**config.mk**
```make
export PLATFORM = sky130hd
export DESIGN_NAME = key_debounce_flat
export DESIGN_NICKNAME = d
export VERILOG_FILES = /design/src/rtl/key_debounce_if.sv /design/src/rtl/key_debounce.sv /design/src/flat_wrapper.sv
export SDC_FILE = /design/constraint.sdc
export NUM_CORES = 1
export LEC_CHECK = 0
export CAP_MARGIN = 20
export CORE_UTILIZATION = 30
export CTS_CLUSTER_DIAMETER = 30
export DETAILED_ROUTE_END_ITERATION = 8
export GPL_TIMING_DRIVEN = 0
export PLACE_DENSITY = 0.46
export SETUP_SLACK_MARGIN = 0.05
export SLEW_MARGIN = 20
export SYNTH_ARGS = -nofsm -noshare
export SYNTH_HDL_FRONTEND = slang
export SYNTH_SLANG_ARGS = --single-unit
```
**constraint.sdc**
```tcl
create_clock -name sys_clk -period 2.55 [get_ports sys_clk]
set_input_delay 0.255 -clock sys_clk [delete_from_list [all_inputs] [get_ports sys_clk]]
set_output_delay 0.255 -clock sys_clk [all_outputs]
set_load 0.01 [all_outputs]
```
**src/rtl/key_debounce_if.sv**
```systemverilog
// Key debounce port bundle: raw active-low keys in, debounced level and event pulses out.
// The master side drives the raw keys; the slave side is the debouncer.
interface key_debounce_if;
    logic [3:0] key_n;
    logic [3:0] key_value;
    logic [3:0] key_press;
    logic [3:0] key_release;
    logic [3:0] key_long;

    modport master (
        output key_n,
        input  key_value,
        input  key_press,
        input  key_release,
        input  key_long
    );

    modport slave (
        input  key_n,
        output key_value,
        output key_press,
        output key_release,
        output key_long
    );
endinterface

```
**src/rtl/key_debounce.sv**
```systemverilog
// Four independent push-button debouncers with press/release/long-press pulse reporting.
// Each channel has a 2-flop synchronizer, a 4-state filter FSM, a debounce counter and a hold counter.
module key_debounce #(
    parameter int DEBOUNCE_CNT = 1000000,
    parameter int LONG_CNT     = 50000000
) (
    input logic           sys_clk,
    input logic           sys_rst_n,
    key_debounce_if.slave kif
);
    localparam int NUM_KEYS = 4;
    localparam int CNT_W    = $clog2(LONG_CNT);

    localparam logic [CNT_W-1:0] DEB_LAST  = CNT_W'(DEBOUNCE_CNT - 1);
    localparam logic [CNT_W-1:0] LONG_LAST = CNT_W'(LONG_CNT - 1);
    localparam logic [CNT_W-1:0] LONG_PRE  = CNT_W'(LONG_CNT - 2);
    localparam logic [CNT_W-1:0] CNT_ONE   = CNT_W'(1);

    typedef enum logic [1:0] {
        IDLE       = 2'd0,
        PRESS_FILT = 2'd1,
        DOWN       = 2'd2,
        REL_FILT   = 2'd3
    } state_e;

    // Synchronizer carries the inverted key so a reset value of 0 means "not pressed".
    logic [NUM_KEYS-1:0] sync1_q, sync1_d;
    logic [NUM_KEYS-1:0] sync2_q, sync2_d;
    logic [NUM_KEYS-1:0] ks;

    state_e              state_q [NUM_KEYS];
    state_e              state_d [NUM_KEYS];
    logic [CNT_W-1:0]    deb_q   [NUM_KEYS];
    logic [CNT_W-1:0]    deb_d   [NUM_KEYS];
    logic [CNT_W-1:0]    hold_q  [NUM_KEYS];
    logic [CNT_W-1:0]    hold_d  [NUM_KEYS];

    logic [NUM_KEYS-1:0] value_q,   value_d;
    logic [NUM_KEYS-1:0] press_q,   press_d;
    logic [NUM_KEYS-1:0] release_q, release_d;
    logic [NUM_KEYS-1:0] long_q,    long_d;

    assign sync1_d = ~kif.key_n;
    assign sync2_d = sync1_q;
    assign ks      = sync2_q;

    // NOTE: sequential state uses non-blocking assignments so every flop samples pre-edge values.
    always_ff @(posedge sys_clk or negedge sys_rst_n) begin
        if (!sys_rst_n) begin
            sync1_q   <= '0;
            sync2_q   <= '0;
            value_q   <= '0;
            press_q   <= '0;
            release_q <= '0;
            long_q    <= '0;
            for (int i = 0; i < NUM_KEYS; i++) begin
                state_q[i] <= IDLE;
                deb_q[i]   <= '0;
                hold_q[i]  <= '0;
            end
        end else begin
            sync1_q   <= sync1_d;
            sync2_q   <= sync2_d;
            value_q   <= value_d;
            press_q   <= press_d;
            release_q <= release_d;
            long_q    <= long_d;
            for (int i = 0; i < NUM_KEYS; i++) begin
                state_q[i] <= state_d[i];
                deb_q[i]   <= deb_d[i];
                hold_q[i]  <= hold_d[i];
            end
        end
    end

    // NOTE: every comb output gets a default before the case so no latch can be inferred.
    always_comb begin
        for (int i = 0; i < NUM_KEYS; i++) begin
            state_d[i] = state_q[i];
            deb_d[i]   = deb_q[i];
            hold_d[i]  = hold_q[i];
            unique case (state_q[i])
                IDLE: begin
                    if (ks[i]) begin
                        state_d[i] = PRESS_FILT;
                        deb_d[i]   = '0;
                    end
                end
                PRESS_FILT: begin
                    if (!ks[i]) begin
                        state_d[i] = IDLE;
                        deb_d[i]   = '0;
                    end else if (deb_q[i] == DEB_LAST) begin
                        state_d[i] = DOWN;
                        deb_d[i]   = '0;
                        hold_d[i]  = '0;
                    end else begin
                        deb_d[i]   = deb_q[i] + CNT_ONE;
                    end
                end
                DOWN: begin
                    if (!ks[i]) begin
                        state_d[i] = REL_FILT;
                        deb_d[i]   = '0;
                    end else if (hold_q[i] != LONG_LAST) begin
                        hold_d[i]  = hold_q[i] + CNT_ONE;
                    end
                end
                REL_FILT: begin
                    // A bounce back to pressed resumes the hold count where it paused.
                    if (ks[i]) begin
                        state_d[i] = DOWN;
                        deb_d[i]   = '0;
                    end else if (deb_q[i] == DEB_LAST) begin
                        state_d[i] = IDLE;
                        deb_d[i]   = '0;
                        hold_d[i]  = '0;
                    end else begin
                        deb_d[i]   = deb_q[i] + CNT_ONE;
                    end
                end
                default: begin
                    state_d[i] = IDLE;
                    deb_d[i]   = '0;
                    hold_d[i]  = '0;
                end
            endcase
        end
    end

    // Outputs decode the same transitions so pulses land in the first cycle of the new state.
    always_comb begin
        value_d   = value_q;
        press_d   = '0;
        release_d = '0;
        long_d    = '0;
        for (int i = 0; i < NUM_KEYS; i++) begin
            unique case (state_q[i])
                IDLE: begin
                    value_d[i] = 1'b0;
                end
                PRESS_FILT: begin
                    if (ks[i] && deb_q[i] == DEB_LAST) begin
                        value_d[i] = 1'b1;
                        press_d[i] = 1'b1;
                    end
                end
                DOWN: begin
                    if (ks[i] && hold_q[i] == LONG_PRE) begin
                        long_d[i] = 1'b1;
                    end
                end
                REL_FILT: begin
                    if (!ks[i] && deb_q[i] == DEB_LAST) begin
                        value_d[i]   = 1'b0;
                        release_d[i] = 1'b1;
                    end
                end
                default: begin
                    value_d[i] = 1'b0;
                end
            endcase
        end
    end

    assign kif.key_value   = value_q;
    assign kif.key_press   = press_q;
    assign kif.key_release = release_q;
    assign kif.key_long    = long_q;
endmodule

```
**src/flat_wrapper.sv**
```systemverilog
// flat-port wrapper written by rule: the top's interface ports become plain ports
module key_debounce_flat 
#(
    parameter int DEBOUNCE_CNT = 1000000,
    parameter int LONG_CNT     = 50000000
)
  (sys_clk, sys_rst_n, kif_key_n, kif_key_value, kif_key_press, kif_key_release, kif_key_long);
  key_debounce_if kif_i ();
  input logic sys_clk;
  input logic sys_rst_n;
  input wire logic [$bits(kif_i.key_n)-1:0] kif_key_n;
  output wire logic [$bits(kif_i.key_value)-1:0] kif_key_value;
  output wire logic [$bits(kif_i.key_press)-1:0] kif_key_press;
  output wire logic [$bits(kif_i.key_release)-1:0] kif_key_release;
  output wire logic [$bits(kif_i.key_long)-1:0] kif_key_long;
  assign kif_i.key_n = kif_key_n;
  assign kif_key_value = kif_i.key_value;
  assign kif_key_press = kif_i.key_press;
  assign kif_key_release = kif_i.key_release;
  assign kif_key_long = kif_i.key_long;
  key_debounce #(.DEBOUNCE_CNT(DEBOUNCE_CNT), .LONG_CNT(LONG_CNT)) u_core (.sys_clk(sys_clk), .sys_rst_n(sys_rst_n), .kif(kif_i));
endmodule
```
==> metrics.yaml, run 1 <==
syn_area_um2: 12900
power_density_nw_per_um2: 779
synth_compound_area_share_pct: 16.5
ys_warn_count: 0
utilization_pct: 39.3
p_int_mw: 10.0
vias: 11250
synth_largest_area_cell: "dfrtp_1"
start_util_pct: 30.6
cp_max_fo: 8
hold_violations: 0
antenna_found_initial: 0
drive_gt1_share_pct: 12.6
timing.final.crit_share_pct: 94.2
pwr-share-comb_pct: 4.0
die_y_um: 209
startpoint_type: "flip-flop"
min_from: "kif_key_n[1]"
htree_levels: 3
ir_worst_vdd_mv: 0.545
dr.pass1.iters: 4
place_hpwl_mm: 21.5
holdWs_ps: 175
required_ps: 3020
synth_simple_gate_area_share_pct: 26.7
grt_pass1_vias: 11034
synth_top_area_share_pct: 46.7
path_class: "flip-flop to flip-flop"
routed.top_layer: "met4"
ant_nets: 0
drv_slew: 0
synthDistinctLibCells: 67
coreArea_um2: 42100
gr-total-overflow: 0
timing.final.ws_setup_ps: 148
drc_errors: 0
crit_slowest_cell: "or4b_4"
clock.fmax_ghz: 0.416
arrival_ps: 2880
switching_share_pct: 22.2
min_path_type: "input pin to flip-flop"
leakage_nw: 6.80
wl_mm: 33.2
crit-reg2reg-launch: "u_core.deb_q[48]"
rsz0062_at_grt: "true"
grt_pass1_wl_mm: 56.8
tns_ps: 0
clk_pin_slew_ps: 40
die-area_um2: 43700
dp_slack_ps: -245
synth_top_family_by_area: "simple AND/OR/NAND/NOR gates"
area_delta_synth_final_pct: 28.8
wl_met3_mm: 1.33
max_stage_delay_ps: 570
grt_start_max_net_pins: 93
antenna_cells: 0
cp-end-kind: "flip-flop"
power_frac_seq_pct: 30.3
synthTopCellsByArea: "dfrtp_1 (47%), o21ai_0 (5.9%), nor2_1 (4.4%)"
numClockSinks: 240
maxCapViolCount: 0
crit_top_cell: "buf_4"
p_sw_mw: 2.87
die_width_um: 209
synth_area_per_cell_um2: 8.85
post-route-min-period_ps: 2400
r2r_setup_slack_ps: 150
crit_buf_inv: 2
dp_cells: 2016
cts_tree: "done"
status: "completed"
grt_usage_pct: 15.7
worstPathCellList: "or4b_4 -> nor4_4 -> buf_4 -> buf_4 -> o211ai_4 -> and2_4 -> or3_1 -> a21oi_1"
p_clk_share_pct: 65.7
async_flop_share_pct: 100
vias_per_cell: 5.22
synthAdderAreaFrac_pct: 1.17
port_buffers: 21
final_nets: 1583
route.met2.wl_mm: 14.8
synth_nets: 1472
synthXorXnorAreaFrac_pct: 5.65
io_pins: 22
setup_viol: 0
cts_root_buffer: "clkbuf_16"
synth_edf_count: 0
ys_seq_area_share_pct: 46.7
ys.flop_type: "dfrtp_1"
max_slew.worst_pin.slew_ps: 786
cp-startpoint: "u_core.deb_q[48]"
fin_skew_ps: 25.2
wl_per_cell_um: 15.4
wl_met1_mm: 16.3
crit_family: "simple AND/OR/NAND/NOR gates"
row_count: 75
clock_latency_ps: 560
cts_buffers: 72
synthMuxAreaShare_pct: 0.253
drt_iter0_drc: 751
synthCells: 1454
place.gp.congestion: 0.798
relSlewSlack_pct: 47.2
synth-seq-cells: 240
final_cell_count_no_fill: 2156
clockBufferDepth: 3
[synth_stat cells, types with 3 or more instances]
master and count:
dfrtp_1 240, o21ai_0 152, nor2_1 151, nand2_1 140
nand3_1 86, a21oi_1 63, nand4_1 56, clkbuf_1 51
xnor2_1 50, and3_1 40, nor3_1 40, inv_1 37
a31oi_1 35, xor2_1 33, nor4_1 31, o31ai_1 26
or3_1 21, and4_1 19, o21ai_1 15, o41ai_1 14
and2_1 13, ha_1 12, nor4b_1 12, nor2b_1 9
a211oi_1 8, buf_2 8, nor3b_1 7, nand2b_1 6
o211ai_1 6, o2111ai_1 5, or4_1 5, a21o_1 4
a22o_1 4, o21a_1 4, a211o_1 3, or4b_1 3
[power by group through the flow]
stage,Combinational [mW],Clock (mW),Sequential (mW)
3_5_place_dp,0.511,0,3.96
6_report,0.522,8.48,3.91
3_3_place_gp,0.498,0,3.97
2_1_floorplan,0.287,0,3.95
4_1_cts,0.528,8.70,3.91
5_1_grt,0.604,8.94,3.92
[registers in the layout, summed over array words and instances, names as in the netlist, named ones only]
register / flops
u_core.deb_q: 104
u_core.hold_q: 104
u_core.kif.key_long: 4
u_core.kif.key_press: 4
u_core.kif.key_release: 4
u_core.kif.key_value: 4
u_core.ks: 4
u_core.state_q: 4
u_core.sync1_q: 4
[layout make-up]
cell class / instances / area, µm²
flip-flops and latches: 240 / 6010
clock buffers: 100 / 2050
repair buffers: 40 / 400
multi-input cells: 1115 / 6710
fillers: 4193 / 25600
well taps: 539 / 674
inverters: 37 / 139
plain buffers: 59 / 297
clock inverters: 26 / 295
[worst register-to-register path: stages, from the launching register on]
cell	delay, ps
dfrtp_1	420
or4b_4	570
nor4_4	250
buf_4	180
buf_4	130
o211ai_4	120
and2_4	190
or3_1	340
a21oi_1	130
[path summary, 6_finish.rpt]
| kind | endpoint | depth (start not counted) |
|---|---|---|
| max in group asynchronous | u_core.deb_q[37] | 3 |
| setup reg to reg | u_core.hold_q[49] | 8 |
| min in group asynchronous | u_core.kif.key_long[3] | 2 |
| hold / removal | u_core.sync1_q[1] | 2 |
| setup / recovery | u_core.hold_q[49] | 8 |
| hold reg to reg | u_core.ks[1] | 0 |
[routing by layer]
| layer | up-vias | track usage (%) |
|---|---|---|
| li1 | 5590 | - |
| met1 | 5400 | 21.5 |
| met2 | 196 | 24.0 |
| met3 | 64 | 3.85 |
| met4 | 0 | 5.60 |
| met5 | - | 0 |
[metrics by stage]
stage,power (mW),cell area (µm²)
after global placement,4.46,13800
after global routing,13.5,16600
final,12.9,16600
after floorplan,4.24,12900
after CTS,13.1,16300
after detailed placement,4.47,13800
[cells by family after synthesis]
logic type	count (synthesis)
AOI/OAI and AO/OA	358
muxes	3
adders and majority gates	12
and+or+nand+nor	659
buffers and inverters	99
xor gates and xnor gates	83
DFF	240
[timing repair]
item,in CTS,in global routing
hold buffers,1,0
pin swaps,4,7
gates resized for setup,24,69
setup endpoints to repair,142,161
hold endpoints to repair,60,0
buffers inserted,8,8
cloned,0,0
[cells in the final DEF (no fill, tap or decap), types with 26 or more instances in the layout]
master and count:
a21oi_1 59, a31oi_1 34, and3_1 40, clkbuf_1 44, clkbuf_16 74, dfrtp_1 238
inv_1 37, nand2_1 140, nand3_1 84, nand4_1 56, nor2_1 149, nor3_1 39
o21ai_0 152, o31ai_1 26, xnor2_1 50, xor2_1 33
No activity file was read; power rests on OpenSTA's default activity.
==> run 2: changes to the inputs <==
--- a/config.mk
+++ b/config.mk
@@ -7,8 +7,8 @@
 export LEC_CHECK = 0
 export CAP_MARGIN = 20
 export CORE_UTILIZATION = 30
-export CTS_CLUSTER_DIAMETER = 30
 export DETAILED_ROUTE_END_ITERATION = 8
+export DONT_BUFFER_PORTS = 1
 export GPL_TIMING_DRIVEN = 0
 export PLACE_DENSITY = 0.46
 export SETUP_SLACK_MARGIN = 0.05
==> metrics.yaml, run 2 (synthesis gave the netlist of run 1 again) <==
path_class: "flip-flop to flip-flop"
dp_slack_ps: -307  # -62.0 ps
timing.final.crit_share_pct: 96.0  # +1.8 points
wl_mm: 32.5  # -2.1%
timing.final.ws_setup_ps: 101  # -47.0 ps
clock.fmax_ghz: 0.408  # -1.9%
start_util_pct: 30.6  # unchanged
maxCapViolCount: 0  # unchanged
die_y_um: 209  # unchanged
gr-total-overflow: 0  # unchanged
rsz0062_at_grt: "true"
holdWs_ps: -611  # -786 ps
drt_iter0_drc: 852  # +13%
crit_slowest_cell: "or4_4"
io_pins: 22  # unchanged
antenna_found_initial: 0  # unchanged
clock_latency_ps: 570  # about the same
clockBufferDepth: 3  # unchanged
port_buffers: 0  # -100%
max_slew.worst_pin.slew_ps: 999  # +213 ps
clk_pin_slew_ps: 60  # +20 ps
cp-end-kind: "flip-flop"
relSlewSlack_pct: 33.4  # -14 points
min_path_type: "input pin to async pin"
required_ps: 2990  # -30 ps
vias: 10931  # -2.8%
dr.pass1.iters: 7  # +3
place_hpwl_mm: 20.8  # -3.1%
area_delta_synth_final_pct: 15.8
nFillCells: 4276  # +2.0%
ant_nets: 0  # unchanged
utilization_pct: 35.4  # -4.0 points
post-route-min-period_ps: 2450  # +47.0 ps
crit_top_cell: "buf_4"
postPlaceCellArea_um2: 13500  # -2.0%
vias_per_cell: 5.31  # +1.7%
cts_tree: "done"
setup_viol: 0  # unchanged
die_width_um: 209  # unchanged
power_density_nw_per_um2: 570  # -27%
cp_max_fo: 8  # unchanged
violations: "hold timing"
cts_root_buffer: "clkbuf_16"
numClockSinks: 240  # unchanged
grt_pass1_wl_mm: 55.3  # -2.6%
antenna_cells: 0  # unchanged
final_common_cell: "dfrtp_1"
place.gp.congestion: 0.780  # -2.2%
drv_slew: 0  # unchanged
startpoint_type: "flip-flop"
drc_errors: 0  # unchanged
status: "complete, but fails checks"
grt_pass1_vias: 10623  # -3.7%
cts_hold_buf: 4  # +3
drive_gt1_share_pct: 8.88  # -3.7 points
cts_buffers: 30  # -58%
grt_start_max_net_pins: 241  # +160%
wl_per_cell_um: 15.8  # +2.5%
fin_skew_ps: 12.5  # -12.8 ps
final_nets: 1517  # -4.2%
worstPathCellList: "buf_6 -> or4_4 -> nor4_4 -> buf_4 -> o211ai_4 -> buf_4 -> a211oi_1 -> xnor2_1 -> nor2_1"
htree_levels: 1  # -2
top_regs: "u_core.deb_q: 104 flops, u_core.hold_q: 104 flops"
ir_worst_vdd_mv: 0.454  # -17%
die-area_um2: 43700  # unchanged
leakage_nw: 5.99  # -12%
final_cell_mix: "dfrtp_1 (239), o21ai_0 (152), nor2_1 (148)"
max_stage_delay_ps: 520  # -50 ps
grt_usage_pct: 15.0  # -0.71 points
finalInstanceArea_um2: 14900  # -10%
coreArea_um2: 42100  # unchanged
arrival_ps: 2890  # about the same
hold_violations: 240  # +240
tns_ps: 0  # unchanged
row_count: 75  # unchanged
run 2: cell count changes in the layout (fill, tap and decap cells not counted), moves of 5 or more:
cell / change
clkbuf_16: -43
clkbuf_1: -8
clkinv_2: -5
bufinv_16: -5
clkdlybuf4s50_1: -20
clkinv_4: -5
buf_4: -5
run 2: area by class of cell:
cell class                      instances  area (µm²)  area share, %
Timing Repair Buffer                   15         123          0.822
Sequential cell                       240        6010           40.3
Clock buffer                           44         925           6.20
Clock inverter                          9        51.3          0.344
Buffer                                 60         289           1.94
Tap cell                              539         674           4.52
Inverter                               37         139          0.932
Multi-Input combinational cell       1115        6700           44.9
run 2: per-layer routing:
metal	GRT usage [%]	part of all wire, %	vias to the layer above
li1	-	-	5430
met1	21.1	50	5326
met2	24.1	45	134
met3	2.09	2.8	41
met4	3.83	2.2	0
met5	0	0	-
run 2: path summary, 6_finish.rpt:
| path | depth (start not counted) | from | endpoint | slack (ps) |
|---|---|---|---|---|
| max | 9 | u_core.deb_q[47] | u_core.hold_q[42] | 100 |
| min | 0 | sys_rst_n | u_core.hold_q[6] | -610 |
| max reg2reg | 9 | u_core.deb_q[47] | u_core.hold_q[42] | 100 |
| min reg2reg | 0 | u_core.sync1_q[3] | u_core.ks[3] | 340 |
| max in group asynchronous | 0 | sys_rst_n | u_core.hold_q[102] | 2340 |
| min in group sys_clk | 2 | kif_key_n[0] | u_core.sync1_q[0] | 290 |
run 2: what timing repair did:
action                                  4_1_cts  5_1_grt
endpoints found under the setup margin      134      146
hold endpoints to repair                    244      240
pin swaps                                     4        5
setup buffers                                 8        3
gates resized for setup                      23       56
run 2: stage by stage:
| stage | power [mW] | instances |
|---|---|---|
| 6_report | 8.50 | 2059 |
| 2_1_floorplan | 4.24 | 1454 |
| 3_5_place_dp | 4.37 | 1993 |
| 5_1_grt | 8.85 | 2059 |
| 3_3_place_gp | 4.37 | 1993 |
| 4_1_cts | 8.66 | 2057 |
run 2: report_power, final:
group          switching, mW  internal [mW]  total, mW
sequential            0.0463           3.85       3.90
clock                   1.68           2.49       4.17
combinational          0.301          0.130      0.432
run 2: critical path: cells and delay by family, from the launching register on:
family	cells	cell delay (ps)
compound gates	2	400
simple gates	3	910
flops	1	370
buf+inv	3	500
xor+xnor	1	150
==> run 3: changes to the inputs <==
--- a/config.mk
+++ b/config.mk
@@ -5,6 +5,7 @@
 export SDC_FILE = /design/constraint.sdc
 export NUM_CORES = 1
 export LEC_CHECK = 0
+export ABC_AREA = 1
 export CAP_MARGIN = 20
 export CORE_UTILIZATION = 30
 export DETAILED_ROUTE_END_ITERATION = 8
==> metrics.yaml, run 3 <==
hold_violations: 240  # unchanged
total_power_mw: 10.2  # +20%
status: "complete, but fails checks"
drive_gt1_share_pct: 6.15  # -2.7 points
relSlewSlack_pct: 44.8  # +11 points
violations: "hold timing"
arrival_ps: 2670  # -220 ps
setup_viol: 0  # unchanged
cts_root_buffer: "clkbuf_16"
cp-end-kind: "flip-flop"
cts_tree: "done"
wl_per_cell_um: 13.0  # -17%
place_hpwl_mm: 29.0  # +39%
max_slew.worst_pin.slew_ps: 829  # -170 ps
drc_errors: 0  # unchanged
ir_worst_vdd_mv: 0.454  # about the same
synthDistinctLibCells: 40  # -40%
synth_edf_count: 0  # unchanged
maxCapViolCount: 0  # unchanged
clock_latency_ps: 580  # about the same
rsz0062_at_grt: "false"
port_buffers: 0  # unchanged
grt_pass1_vias: 13670  # +29%
area_delta_synth_final_pct: 12.4
min_path_type: "input pin to async pin"
clk_pin_slew_ps: 60  # about the same
ys_seq_area_share_pct: 39.0  # -7.6 points
path_class: "flip-flop to flip-flop"
leakage_nw: 7.74  # +29%
die_width_um: 228  # +9.2%
drt_iter0_drc: 834  # -2.1%
grt_usage_pct: 15.6  # +0.63 points
startpoint_type: "flip-flop"
gr-total-overflow: 0  # unchanged
synth_largest_area_cell: "dfrtp_1"
vias_per_cell: 4.63  # -13%
final_common_cell: "nand2_1"
synthTopCellsByArea: "dfrtp_1 (39%), nand2_1 (20%), nor2_1 (9.7%)"
holdWs_ps: -629  # -17.6 ps
dr.pass1.iters: 5  # -2
coreArea_um2: 50400  # +20%
synthCells: 2362  # +62%
clockBufferDepth: 3  # unchanged
required_ps: 3060  # +70 ps
die-area_um2: 52200  # +19%
synth_most_common_cell: "nand2_1"
die_y_um: 228  # +9.2%
ant_nets: 0  # unchanged
wl_mm: 40.4  # +24%
grt_pass1_wl_mm: 69.0  # +25%
timing.final.crit_share_pct: 84.5  # -11 points
tns_ps: 0  # unchanged
synth_area_per_cell_um2: 6.51  # -26%
fin_skew_ps: 22.7  # +10.2 ps
row_count: 82  # +9.3%
cts_hold_buf: 4  # unchanged
cp_max_fo: 10  # +2
top_regs: "u_core.deb_q: 104 flops, u_core.hold_q: 104 flops"
async_flop_share_pct: 100  # unchanged
syn_area_um2: 15400  # +19%
place.gp.congestion: 0.869  # +11%
cts_buffers: 31  # +3.3%
final_nets: 2417  # +59%
synth_nets: 2380  # +62%
power_density_nw_per_um2: 590  # +3.5%
synth_top_area_share_pct: 39.0  # -7.6 points
io_pins: 22  # unchanged
grt_start_max_net_pins: 241  # unchanged
ys.flop_type: "dfrtp_1"
htree_levels: 1  # unchanged
synth-seq-cells: 240  # unchanged
clock.fmax_ghz: 0.464  # +14%
vias: 14329  # +31%
numClockSinks: 240  # unchanged
antenna_found_initial: 1  # +1
post-route-min-period_ps: 2160  # -293 ps
start_util_pct: 30.5  # about the same
final_cell_mix: "nand2_1 (838), nor2_1 (398), dfrtp_1 (240)"
ys_warn_count: 0  # unchanged
synth_commonest_cells: "nand2_1 (838), nor2_1 (398), dfrtp_1 (240)"
antenna_cells: 0  # unchanged
drv_slew: 0  # unchanged
[run 3: changes by cell type after synthesis, moves of 25 or more]
cell	delta
a21oi_1	-35
nor2_1	+247
inv_1	+198
nor4_1	-25
nand3_1	+141
clkbuf_1	-39
o31ai_1	-25
o21ai_0	-68
and3_1	-39
a31oi_1	-35
nand2_1	+698
[run 3: repair_timing]
action | in CTS | in global routing
gates resized for setup | 0 | 0
endpoints found under the hold margin | 244 | 240
buffers inserted | 0 | 0
[run 3: power by group]
part	internal, mW	switching, mW
logic	0.416	1.18
registers	3.95	0.171
clock network	2.74	1.74
[run 3: final cells by class]
cell class,count,area (µm²)
sequential,240,6010
clock inverter,14,176
tap,672,841
timing repair buffer,4,40.0
clock buffer,42,857
fill,5519,33100
buffer,44,250
inverter,258,971
multi-input combinational,1820,8150
[run 3: final timing paths]
path / cells past startpoint / endpoint / from / slack [ps]
min in group sys_clk: 2 / u_core.sync1_q[3] / kif_key_n[3] / 280
worst max register to register: 10 / u_core.hold_q[59] / u_core.hold_q[52] / 390
worst min register to register: 0 / u_core.ks[2] / u_core.sync1_q[2] / 360
max in group asynchronous: 0 / u_core.kif.key_value[0] / sys_rst_n / 2480
worst max-delay path: 10 / u_core.hold_q[59] / u_core.hold_q[52] / 390
worst min-delay path: 0 / u_core.kif.key_release[1] / sys_rst_n / -630
[run 3: layer usage]
metal	GRT usage, %	vias up	share of wire (%)
li1	-	7509	-
met1	21.9	6590	51
met2	25.3	184	44
met3	2.26	46	3.4
met4	3.52	0	2.0
met5	0	-	0
[run 3: cells by family after synthesis]
logic type / after synthesis / share of synthesized area, %
AOI/OAI and AO/OA: 159 / 5.46
xor gates and xnor gates: 62 / 3.53
adders and majority gates: 12 / 0.976
buffers and inverters: 302 / 7.94
DFF: 240 / 39.0
and+or+nand+nor: 1587 / 43.0
[run 3: through the flow]
stage                     utilization (%)  cell area [µm²]  hold WS [ps]  setup slack, ps  cells
after floorplan                         -            15400         -40.6              854   2362
after global placement               32.2            16200         -26.0              387   3034
after detailed placement             32.2            16200         -25.0              421   3034
after CTS                            34.3            17300          -652              386   3094
after global routing                 34.3            17300          -654              155   3094
final                                34.3            17300          -629              394   3094
[run 3: critical path: stages, from the launching register on]
cell and delay [ps]:
dfrtp_1 460, ha_1 300, inv_1 90, nor2_2 280, inv_1 120, nor2_1 130
nand2_1 160, nand3_4 170, buf_2 230, nand2_1 70, nand2_1 70
